==> config.mk <==
export PLATFORM = sky130hd
export DESIGN_NAME = alu_share_arbiter
export DESIGN_NICKNAME = d
export VERILOG_FILES = /design/src/rtl/alu_arb_pkg.sv /design/src/rtl/rr_arbiter_2.sv /design/src/rtl/alu_share_arbiter.sv
export SDC_FILE = /design/constraint.sdc
export NUM_CORES = 1
export LEC_CHECK = 0
export ABC_AREA = 1
export CAP_MARGIN = 20
export CORE_UTILIZATION = 39
export DETAILED_ROUTE_END_ITERATION = 12
export PLACE_DENSITY = 0.84
export SLEW_MARGIN = 0
export SYNTH_ARGS = -nofsm -noshare
export SYNTH_HDL_FRONTEND = slang
export SYNTH_SLANG_ARGS = --single-unit
==> constraint.sdc <==
create_clock -name clock -period 1.6 [get_ports clock]
set_input_delay 0.24 -clock clock [delete_from_list [all_inputs] [get_ports clock]]
set_output_delay 0.24 -clock clock [all_outputs]
set_load 0.05 [all_outputs]
==> src/rtl/alu_arb_pkg.sv <==
// Shared definitions for the two-port ALU share arbiter.
// Covers ALU opcodes, FSM state encoding and response-flag bit positions.
package alu_arb_pkg;

   localparam int ALU_WIDTH   = 32;
   localparam int ALU_OPC_W   = 5;
   localparam int ALU_SHAMT_W = 5;
   localparam int FLAG_W      = 3;

   localparam logic [ALU_OPC_W-1:0] OP_ADD = 5'b00000;
   localparam logic [ALU_OPC_W-1:0] OP_SUB = 5'b00001;
   localparam logic [ALU_OPC_W-1:0] OP_AND = 5'b00010;
   localparam logic [ALU_OPC_W-1:0] OP_OR  = 5'b00011;
   localparam logic [ALU_OPC_W-1:0] OP_SLL = 5'b00100;
   localparam logic [ALU_OPC_W-1:0] OP_SRA = 5'b00101;

   // Flags travel as {overflow, isLessThan, isNotEqual}
   localparam int FLAG_NE = 0;
   localparam int FLAG_LT = 1;
   localparam int FLAG_OV = 2;

   typedef enum logic [1:0] {
      IDLE = 2'd0,
      EXEC = 2'd1,
      RESP = 2'd2
   } arb_state_t;

endpackage

==> src/rtl/rr_arbiter_2.sv <==
// Combinational two-way round-robin arbiter.
// The pointer is owned by the parent; this block only picks a winner.
module rr_arbiter_2 (
   input  logic [1:0] req,
   input  logic       ptr,
   input  logic       en,
   output logic [1:0] grant,
   output logic       winner
);

   // With a single requester it wins outright; on contention the pointer decides
   always_comb begin
      grant = 2'b00;
      if (en) begin
         if (req == 2'b11) grant = ptr ? 2'b10 : 2'b01;
         else              grant = req;
      end
      winner = grant[1];
   end

endmodule

==> src/rtl/alu_share_arbiter.sv <==
// Shares one external combinational ALU between two valid/ready requesters.
// One transaction in flight: grant in IDLE, one EXEC cycle, then hold the response in RESP.
module alu_share_arbiter
   import alu_arb_pkg::*;
#(
   parameter int WIDTH   = ALU_WIDTH,
   parameter int OPC_W   = ALU_OPC_W,
   parameter int SHAMT_W = ALU_SHAMT_W
) (
   input  logic               clock,
   input  logic               reset_n,

   input  logic               req0_valid,
   output logic               req0_ready,
   input  logic [WIDTH-1:0]   req0_operandA,
   input  logic [WIDTH-1:0]   req0_operandB,
   input  logic [OPC_W-1:0]   req0_opcode,
   input  logic [SHAMT_W-1:0] req0_shamt,

   input  logic               req1_valid,
   output logic               req1_ready,
   input  logic [WIDTH-1:0]   req1_operandA,
   input  logic [WIDTH-1:0]   req1_operandB,
   input  logic [OPC_W-1:0]   req1_opcode,
   input  logic [SHAMT_W-1:0] req1_shamt,

   output logic               resp0_valid,
   input  logic               resp0_ready,
   output logic               resp1_valid,
   input  logic               resp1_ready,
   output logic [WIDTH-1:0]   resp_result,
   output logic [FLAG_W-1:0]  resp_flags,

   output logic [WIDTH-1:0]   alu_operandA,
   output logic [WIDTH-1:0]   alu_operandB,
   output logic [OPC_W-1:0]   alu_opcode,
   output logic [SHAMT_W-1:0] alu_shamt,
   input  logic [WIDTH-1:0]   alu_result,
   input  logic [FLAG_W-1:0]  alu_flags
);

   arb_state_t state, next_state;
   logic       rr_ptr;
   logic       owner;
   logic [1:0] grant;
   logic       winner;
   logic       grant_any;
   logic       owner_resp_ready;

   rr_arbiter_2 u_arb (
      .req    ({req1_valid, req0_valid}),
      .ptr    (rr_ptr),
      .en     (state == IDLE),
      .grant  (grant),
      .winner (winner)
   );

   assign grant_any        = |grant;
   assign owner_resp_ready = owner ? resp1_ready : resp0_ready;

   always_ff @(posedge clock or negedge reset_n) begin
      if (!reset_n) state <= IDLE;
      else          state <= next_state;
   end

   always_comb begin
      next_state  = state;
      req0_ready  = grant[0];
      req1_ready  = grant[1];
      resp0_valid = 1'b0;
      resp1_valid = 1'b0;
      case (state)
         IDLE: if (grant_any) next_state = EXEC;
         EXEC: next_state = RESP;
         RESP: begin
            resp0_valid = !owner;
            resp1_valid = owner;
            if (owner_resp_ready) next_state = IDLE;
         end
         default: next_state = IDLE;
      endcase
   end

   // Operand registers stay put outside the grant so the ALU inputs never glitch
   always_ff @(posedge clock or negedge reset_n) begin
      if (!reset_n) begin
         alu_operandA <= '0;
         alu_operandB <= '0;
         alu_opcode   <= '0;
         alu_shamt    <= '0;
         owner        <= 1'b0;
         rr_ptr       <= 1'b0;
         resp_result  <= '0;
         resp_flags   <= '0;
      end else begin
         if (state == IDLE && grant_any) begin
            alu_operandA <= winner ? req1_operandA : req0_operandA;
            alu_operandB <= winner ? req1_operandB : req0_operandB;
            alu_opcode   <= winner ? req1_opcode   : req0_opcode;
            alu_shamt    <= winner ? req1_shamt    : req0_shamt;
            owner        <= winner;
            rr_ptr       <= ~winner;
         end
         if (state == EXEC) begin
            resp_result <= alu_result;
            resp_flags  <= alu_flags;
         end
      end
   end

endmodule

Word level (Yosys, flattened, before mapping)
Cells that the tools add are included.
- output and inout bits: 113
- input bits: 189
- register bits: 113
- logic and storage cells: 33
- eq/ne operators: 5
- multiplexer cells: 13
- bitwise operators: 1
- reduce and logical (&&, ||, !) cells: 5
- operator list (operator ; number):
    $mux W32 ; 2
    $mux W2 ; 5
    $mux W5 ; 2
    $pmux W2 S3 ; 1
    $eq A2 B2 Y1 const B ; 2
    $ne A2 B2 Y1 const B ; 2
    $mux W1 ; 3
    $eq A2 B1 Y1 const B ; 1
    $logic_not A2 Y1 ; 1
    $reduce_and A2 Y1 ; 1
    $reduce_or A2 Y1 ; 1
    $logic_and A1 B1 Y1 ; 1
    $logic_not A1 Y1 ; 1
    $not A1 Y1 ; 1

Longest topological paths before layout
Gate-level depths: netlist of the first run.
- word-level depth: 6
- gate-level depth with buffers: 9
- depth with buffers taken out: 7

By module
A second synthesis of the first run with hierarchy kept.
- cell total of the unflattened synthesis: 738
- area, all modules: 5366.4 sq um
- modules (own cells, without submodules) (module ; area each (sq um) ; instances ; cells each):
    alu_share_arbiter ; 5337.6 ; 1 ; 732
    rr_arbiter_2 ; 28.8 ; 1 ; 6

Least setup slack after synthesis of the first run
Ideal clock, no wire load.
- kind: reg2out
- from: register state[0]
- to: output req0_ready
- data required time: 1.360 ns
- arrival time: 1.722 ns
- path slack: -0.362 ns
- stages on the path, launching flop included: 6
- cell sequence: dfrtp_1 > nor2_4 > buf_4 > buf_2 > nand2_1 > a21oi_1
- longest elaborated chain between the ends: 2
- ends and longest elaborated chain (element ; line ; text):
    start: declaration ; alu_share_arbiter.sv:42 ; arb_state_t state, next_state;
    start signal: assignment ; alu_share_arbiter.sv:63 ; else state <= next_state;
    $logic_not A2 Y1 ; alu_share_arbiter.sv:53 ; .en (state == IDLE),
    $mux W2 ; rr_arbiter_2.sv:14 ; if (en) begin
    end: declaration ; alu_share_arbiter.sv:14 ; output logic req0_ready,
Every way passes these cells.

Worst setup path in the final report of the first run
- from: register state[0]
- to: output resp1_valid
- longest elaborated chain between the ends: 2
- ends and longest elaborated chain (element ; line ; text):
    $eq A2 B2 Y1 ; alu_share_arbiter.sv:72 ; case (state)
    $mux W1 ; alu_share_arbiter.sv:72 ;
    end: declaration ; alu_share_arbiter.sv:29 ; output logic resp1_valid,
Every way passes these cells.

==> results of run 1 <==
==> worst paths after layout <==
kind	endpoint	slack, ns
worst max-delay path	resp1_valid	-0.04
min in group clock	rr_ptr$_DFFE_PN0P_	0.39
max in group asynchronous	rr_ptr$_DFFE_PN0P_	0.92
worst min-delay path	resp_flags[0]$_DFFE_PN0N_	0.37
worst min register to register	alu_operandA[17]$_DFFE_PN0P_	0.48
worst max register to register	resp_result[19]$_DFFE_PN0N_	0.11
==> worst max-delay path, cell delays in order, from the launching register on <==
cell                      delay (ns)
sky130_fd_sc_hd__dfrtp_1        0.42
sky130_fd_sc_hd__or2_4          0.30
sky130_fd_sc_hd__nor2_4         0.12
sky130_fd_sc_hd__buf_12         0.15
==> registers in the layout (all words and copies together) (netlist names) <==
| register | count |
|---|---|
| resp_result | 32 |
| state | 2 |
| rr_ptr | 1 |
| alu_shamt | 5 |
| owner | 1 |
| alu_opcode | 5 |
| alu_operandB | 32 |
| resp_flags | 3 |
| alu_operandA | 32 |
==> cells in the final DEF (no fill, tap or decap), types with 3 or more instances in the layout <==
cell type	instances
sky130_fd_sc_hd__nand2_1	373
sky130_fd_sc_hd__inv_2	3
sky130_fd_sc_hd__buf_4	124
sky130_fd_sc_hd__mux2_2	35
sky130_fd_sc_hd__buf_12	15
sky130_fd_sc_hd__clkdlybuf4s50_1	186
sky130_fd_sc_hd__dfrtp_1	113
sky130_fd_sc_hd__clkbuf_16	17
sky130_fd_sc_hd__nor2_4	3
sky130_fd_sc_hd__bufinv_16	6
sky130_fd_sc_hd__nand4_1	74
==> layout make-up <==
type,count,area (sq um),area share [%]
Clock inverter,13,231.5,2.496
Clock buffer,19,452.9,4.885
Sequential cell,113,2828,30.50
Timing Repair Buffer,329,3131,33.76
Inverter,5,21.27,0.2294
Multi-Input combinational cell,495,2389,25.76
Tap cell,176,220.2,2.375
==> per-layer routing <==
metal / vias to the layer above / part of all wire (%) / global-route usage, %
met1: 2749 / 39 / 30.57
met5: - / 0 / 0
li1: 2756 / - / -
met4: 0 / 3.3 / 12.81
met3: 46 / 7.4 / 6.369
met2: 273 / 50 / 44.90
==> cell families after synthesis <==
family / count (synthesis) / share of synthesized area (%)
AOI/OAI and AO/OA: 5 / 0.5300
and+or+nand+nor: 455 / 35.21
buffers and inverters: 56 / 4.931
DFF: 113 / 52.07
muxes: 35 / 7.258
==> repair_timing <==
action | in CTS | in global routing
endpoints found under the setup margin | 4 | 22
gates cloned | 0 | 0
gates resized for setup | 12 | 2
buffers inserted | 5 | 3
pin swaps | 4 | 4
endpoints found under the hold margin | 113 | 0
hold buffers | 1 | 0
==> metrics by stage <==
stage	worst slack (ns)	total power, mW	utilization (%)	cell area (sq um)
floorplan	-0.01534	13.48	-	5441
global placement	0.04402	17.56	63.25	8476
detailed placement	0.02427	17.79	63.25	8476
CTS	-0.08953	22.45	68.97	9243
global route	-0.09287	23.55	69.20	9273
finish	-0.03556	22.41	69.20	9273
==> power groups by stage <==
stage | Combinational, mW | Sequential, mW | Clock [mW]
2_1_floorplan | 3.73 | 9.75 | 0
3_3_place_gp | 12.5 | 5.06 | 0
3_5_place_dp | 12.7 | 5.12 | 0
4_1_cts | 12.9 | 5.13 | 4.42
5_1_grt | 13.7 | 5.29 | 4.57
6_report | 12.9 | 5.13 | 4.36
==> results.sh, run 1 <==
export IMPL_synthCells=664
export IMPL_drive_gt1_share_pct=22.90
export IMPL_clock_sinks=113
export IMPL_number_of_drc_markers_after_the_initial_detailed_route_iteration=364
export IMPL_fraction_of_power_consumed_by_sequential_logic_pct=22.9
export IMPL_die_width_um=120
export IMPL_placement_io_buffers=301
export IMPL_initial_standard_cell_utilization_of_the_core_pct=40.52
export IMPL_route_detailed_wl_per_inst_um=16.13
export IMPL_syn_area_per_cell_sq_um=8.178
export IMPL_fp_dieH_um=120
export IMPL_net_count_after_synthesis=853
export IMPL_power_leakage_nw=4.680
export IMPL_switching_share_pct=48.54
export IMPL_power_density_nw_per_um2=2417
export IMPL_remaining_drc_errors=0
export IMPL_nNetsFinal=1150
export IMPL_floorplan_io_pins=302
export IMPL_worstSkewPairLatency_ns=0.41
export IMPL_clock_fmax_mhz=611.4
export IMPL_placed_cells=1109
export IMPL_internal_power_mw=11.53
export IMPL_hold_viol_final=0
export IMPL_timing_max_cap_violations=0
export IMPL_synth_cell_types=18
export IMPL_fin_worst_hold_slack_ns=0.3745
export IMPL_firstDrtPassIters=4
export IMPL_reg2reg_from="state[0]$_DFFE_PN0P_"
export IMPL_floorplan_core_area_sq_um=13400
export IMPL_cp_max_fo=3
export IMPL_yosys_register_bits=113
export IMPL_setup_violations=3
export IMPL_postSynth_asyncResetShare_pct=100.0
export IMPL_power_share_clock_pct=19.4
export IMPL_antenna_found_initial=0
export IMPL_crit_path_start="state[0]$_DFFE_PN0P_"
export IMPL_worstSetupStartpointType="flop"
export IMPL_drt_antenna_violating_nets=0
export IMPL_clock_tree_buffer_depth=2
export IMPL_detailed_place_hpwl_mm=12.80
export IMPL_finalCriticalPeriod_ns=1.636
export IMPL_comb_power_share_pct=57.7
export IMPL_cts_inserted_buffers=17
export IMPL_worst_slew_pin_slew_ns=0.3433
export IMPL_failed_checks="negative setup slack"
export IMPL_via_count=5824
export IMPL_core_rowCount=42
export IMPL_global_route_overflow_total=0
export IMPL_synthTopCellsByCount="sky130_fd_sc_hd__nand2_1 (375), sky130_fd_sc_hd__dfrtp_1 (113), sky130_fd_sc_hd__nand4_1 (74)"
export IMPL_die_area_sq_um=14400
export IMPL_synthDominantCellAreaShare_pct=52.07
export IMPL_cts_tree="yes"
export IMPL_layoutNonFillerInstCount=1150
export IMPL_fin_tns_setup_ns=-0.07277
export IMPL_gp_congestion=0.8281
export IMPL_drv_slew=0
export IMPL_grt_start_max_net_pins=62
export IMPL_clock_skew_ns=0.004310
export IMPL_synth_edf_count=0
export IMPL_drt_wl_total_mm=18.55
export IMPL_grtUsageTotal_pct=26.23
export IMPL_min_delay_path_class="in -> async"
export IMPL_number_of_global_route_vias_before_repair=5823
export IMPL_timing_max_slew_rel_slack_pct=77.11
export IMPL_power_switching_mw=10.88
export IMPL_root_buffer_selected_by_cts="sky130_fd_sc_hd__clkbuf_16"
export IMPL_vias_per_cell=5.064
export IMPL_h_tree_depth=4
export IMPL_synth_sequential_area_ratio_pct=52.07
export IMPL_worst_endpoint_required_ns=1.36
export IMPL_crit_type="reg -> out"
export IMPL_postLayoutSetupSlackWorst_ns=-0.03556
export IMPL_yosysWarnings=0
export IMPL_fin_crit_sh_pct=102.2
export IMPL_worst_endpoint_arrival_ns=1.40
export IMPL_synth_main_ff_cell="sky130_fd_sc_hd__dfrtp_1"
export IMPL_fillers=1044
export IMPL_synth_top_cells_by_area="sky130_fd_sc_hd__dfrtp_1 (52%), sky130_fd_sc_hd__nand2_1 (26%), sky130_fd_sc_hd__nand4_1 (8.5%)"
export IMPL_setup_repair_after_global_routing_missed_its_margin="yes"
export IMPL_worstSetupEndpointType="primary output"
export IMPL_synth_top_area_cell="sky130_fd_sc_hd__dfrtp_1"
export IMPL_leading_cell_type_by_number_of_instances_after_synthesis="sky130_fd_sc_hd__nand2_1"
export IMPL_outcome="complete, but fails checks"
export IMPL_summed_instance_area_of_the_synthesized_netlist_sq_um=5430
export IMPL_antennaDiodeCount=0
export IMPL_ir_drop_mv=1.573
export IMPL_grt_first_pass_wirelength_mm=29.33
export IMPL_syn_to_final_growth_pct=70.76
export IMPL_worst_setup_hold_path_clk_slew_ns=0.05
export IMPL_r2r_worst_path_cells=5
Note: power is estimated with default switching activity, not from simulation.
==> run 2, diff against run 1 <==
--- a/config.mk
+++ b/config.mk
@@ -7,9 +7,10 @@
 export LEC_CHECK = 0
 export ABC_AREA = 1
 export CAP_MARGIN = 20
-export CORE_UTILIZATION = 39
+export CORE_AREA = 2 2 117 119
 export DETAILED_ROUTE_END_ITERATION = 12
-export PLACE_DENSITY = 0.84
+export DIE_AREA = 0 0 119 121
+export PLACE_DENSITY = 0.88
 export SLEW_MARGIN = 0
 export SYNTH_ARGS = -nofsm -noshare
 export SYNTH_HDL_FRONTEND = slang
==> constraint.sdc (replaced) <==
create_clock -name clock -period 2 [get_ports clock]
set_input_delay 0.3 -clock clock [delete_from_list [all_inputs] [get_ports clock]]
set_output_delay 0.3 -clock clock [all_outputs]
set_load 0.05 [all_outputs]
==> run 2 against run 1 <==
Final cell count decreased by 0.61%; largest power group unchanged; the flow now finishes without violations; design area decreased by 0.50%; worst setup slack improved by 0.11 ns; critical path type unchanged; total power decreased by 23%.
==> results.sh, run 2 (synthesized netlist as in run 1, its figures left out) <==
export IMPL_outcome="finished clean"
export IMPL_clock_skew_ns=0.008623
export IMPL_firstDrtPassIters=5
export IMPL_floorplan_io_pins=302
export IMPL_die_area_sq_um=14400
export IMPL_timing_critical_path_slowest_cell_delay_ns=0.85
export IMPL_worstSkewPairLatency_ns=0.41
export IMPL_h_tree_depth=4
export IMPL_finalCriticalPeriod_ns=1.926
export IMPL_power_leakage_nw=4.407
export IMPL_seqCellArea_sq_um=2828
export IMPL_crit_type="reg -> out"
export IMPL_mostFrequentLayoutCells="sky130_fd_sc_hd__nand2_1 (374), sky130_fd_sc_hd__clkdlybuf4s50_1 (295), sky130_fd_sc_hd__dfrtp_1 (113), sky130_fd_sc_hd__nand4_1 (74), sky130_fd_sc_hd__mux2_2 (35)"
export IMPL_via_count=5762
export IMPL_largest_registers="alu_operandA: 32 flops, alu_operandB: 32 flops, resp_result: 32 flops"
export IMPL_grtUsageTotal_pct=26.19
export IMPL_fp_dieH_um=121
export IMPL_switching_share_pct=49.63
export IMPL_fillers=986
export IMPL_initial_standard_cell_utilization_of_the_core_pct=41.50
export IMPL_timing_max_cap_violations=0
export IMPL_die_width_um=119
export IMPL_postLayoutSetupSlackWorst_ns=0.07442
export IMPL_grt_start_max_net_pins=71
export IMPL_fraction_of_power_consumed_by_sequential_logic_pct=23.5
export IMPL_worstSetupEndpointType="primary output"
export IMPL_placement_io_buffers=301
export IMPL_root_buffer_selected_by_cts="sky130_fd_sc_hd__clkbuf_16"
export IMPL_setup_violations=0
export IMPL_fin_tns_setup_ns=0
export IMPL_post_cts_setup_repair_bufs=0
export IMPL_worst_setup_hold_path_clk_slew_ns=0.05
export IMPL_fin_crit_sh_pct=96.28
export IMPL_drive_gt1_share_pct=10.34
export IMPL_drv_slew=0
export IMPL_grt_first_pass_wirelength_mm=29.47
export IMPL_syn_to_final_growth_pct=69.91
export IMPL_worst_endpoint_arrival_ns=1.63
export IMPL_timing_critical_path_max_delay_family="buffers and inverters"
export IMPL_antenna_found_initial=0
export IMPL_multiInputGateArea_sq_um=2349
export IMPL_layout_commonest_cell="sky130_fd_sc_hd__nand2_1"
export IMPL_number_of_drc_markers_after_the_initial_detailed_route_iteration=523
export IMPL_cts_tree="yes"
export IMPL_timing_critical_path_buf_inv=1
export IMPL_timing_max_slew_rel_slack_pct=61.52
export IMPL_crit_path_top_delay_cell="sky130_fd_sc_hd__clkdlybuf4s50_1"
export IMPL_clock_fmax_mhz=519.3
export IMPL_clock_sinks=113
export IMPL_gp_congestion=0.8458
export IMPL_clock_tree_buffer_depth=2
export IMPL_power_switching_mw=8.567
export IMPL_power_density_nw_per_um2=1871
export IMPL_min_delay_path_class="in -> async"
export IMPL_global_route_overflow_total=0
export IMPL_antennaDiodeCount=0
export IMPL_drt_antenna_violating_nets=0
export IMPL_ir_drop_mv=1.203
export IMPL_setup_repair_after_global_routing_missed_its_margin="no"
export IMPL_number_of_global_route_vias_before_repair=5873
export IMPL_route_detailed_wl_per_inst_um=16.28
export IMPL_detailed_place_hpwl_mm=13.18
export IMPL_place_worst_setup_slack_ns=0.2720
export IMPL_p_total_mw=17.26
export IMPL_cp_max_fo=2
export IMPL_drt_wl_total_mm=18.61
export IMPL_internal_power_mw=8.694
export IMPL_cts_inserted_buffers=17
export IMPL_critical_path_cell_chain="clkdlybuf4s50_1"
export IMPL_worst_endpoint_required_ns=1.70
export IMPL_worstSetupStartpointType="flop"
export IMPL_power_share_clock_pct=16.2
export IMPL_cts_resized_gates=0
export IMPL_nNetsFinal=1143
export IMPL_comb_power_share_pct=60.2
export IMPL_remaining_drc_errors=0
export IMPL_vias_per_cell=5.041
export IMPL_hold_viol_final=0
export IMPL_worst_slew_pin_slew_ns=0.5754
export IMPL_floorplan_core_area_sq_um=13090
export IMPL_core_rowCount=42
==> run 2: power groups by stage <==
stage | Sequential [mW] | Clock, mW | Combinational [mW]
final | 4.06 | 2.80 | 10.4
after global routing | 4.19 | 2.97 | 11.0
after CTS | 4.07 | 2.85 | 10.4
after global placement | 4.02 | 0 | 10.2
after detailed placement | 4.07 | 0 | 10.4
after floorplan | 7.80 | 0 | 2.98
==> run 2: worst paths after layout <==
check                                                  from                      endpoint  slack, ns  depth (start not counted)
worst min register to register     alu_shamt[2]$_DFFE_PN0P_      alu_shamt[2]$_DFFE_PN0P_       0.47                          2
worst min-delay path                                reset_n     alu_opcode[4]$_DFFE_PN0P_       0.23                          2
max in group asynchronous                           reset_n      alu_shamt[1]$_DFFE_PN0P_       1.07                          3
worst max register to register         state[0]$_DFFE_PN0P_  alu_operandB[23]$_DFFE_PN0P_       0.49                          6
min in group clock                 alu_shamt[2]$_DFFE_PN0P_      alu_shamt[2]$_DFFE_PN0P_       0.47                          2
worst max-delay path            resp_result[10]$_DFFE_PN0N_               resp_result[10]       0.07                          1
==> run 2: area by class of cell <==
type | instances | share of cell area (%)
Timing Repair Buffer | 322 | 35.29
Inverter | 5 | 0.2034
Clock buffer | 19 | 4.801
Multi-Input combinational cell | 495 | 25.45
Clock inverter | 13 | 1.221
Sequential cell | 113 | 30.65
Tap cell | 176 | 2.387
==> run 2: repair_timing <==
| action | CTS | global route |
|---|---|---|
| hold buffers | 1 | 0 |
| endpoints found under the hold margin | 71 | 0 |
| setup endpoints to repair | 0 | 0 |
==> run 2: metal layers <==
layer	wire, um	GRT usage (%)	up-vias	part of all wire (%)
li1	-	-	2735	-
met1	7007	29.65	2677	38
met2	9362	45.33	295	50
met3	1493	7.660	55	8.0
met4	746	12.72	0	4.0
met5	0	0	-	0
==> run 2: metrics by stage <==
step | utilization (%) | instances | hold slack, ns | cell area (sq um)
2_1_floorplan | - | 664 | 0.004409 | 5434
3_3_place_gp | 66.19 | 1110 | 0.09682 | 8661
3_5_place_dp | 66.19 | 1110 | 0.09740 | 8661
4_1_cts | 70.51 | 1143 | 0.2150 | 9226
5_1_grt | 70.51 | 1143 | 0.2219 | 9226
6_report | 70.51 | 1143 | 0.2258 | 9226
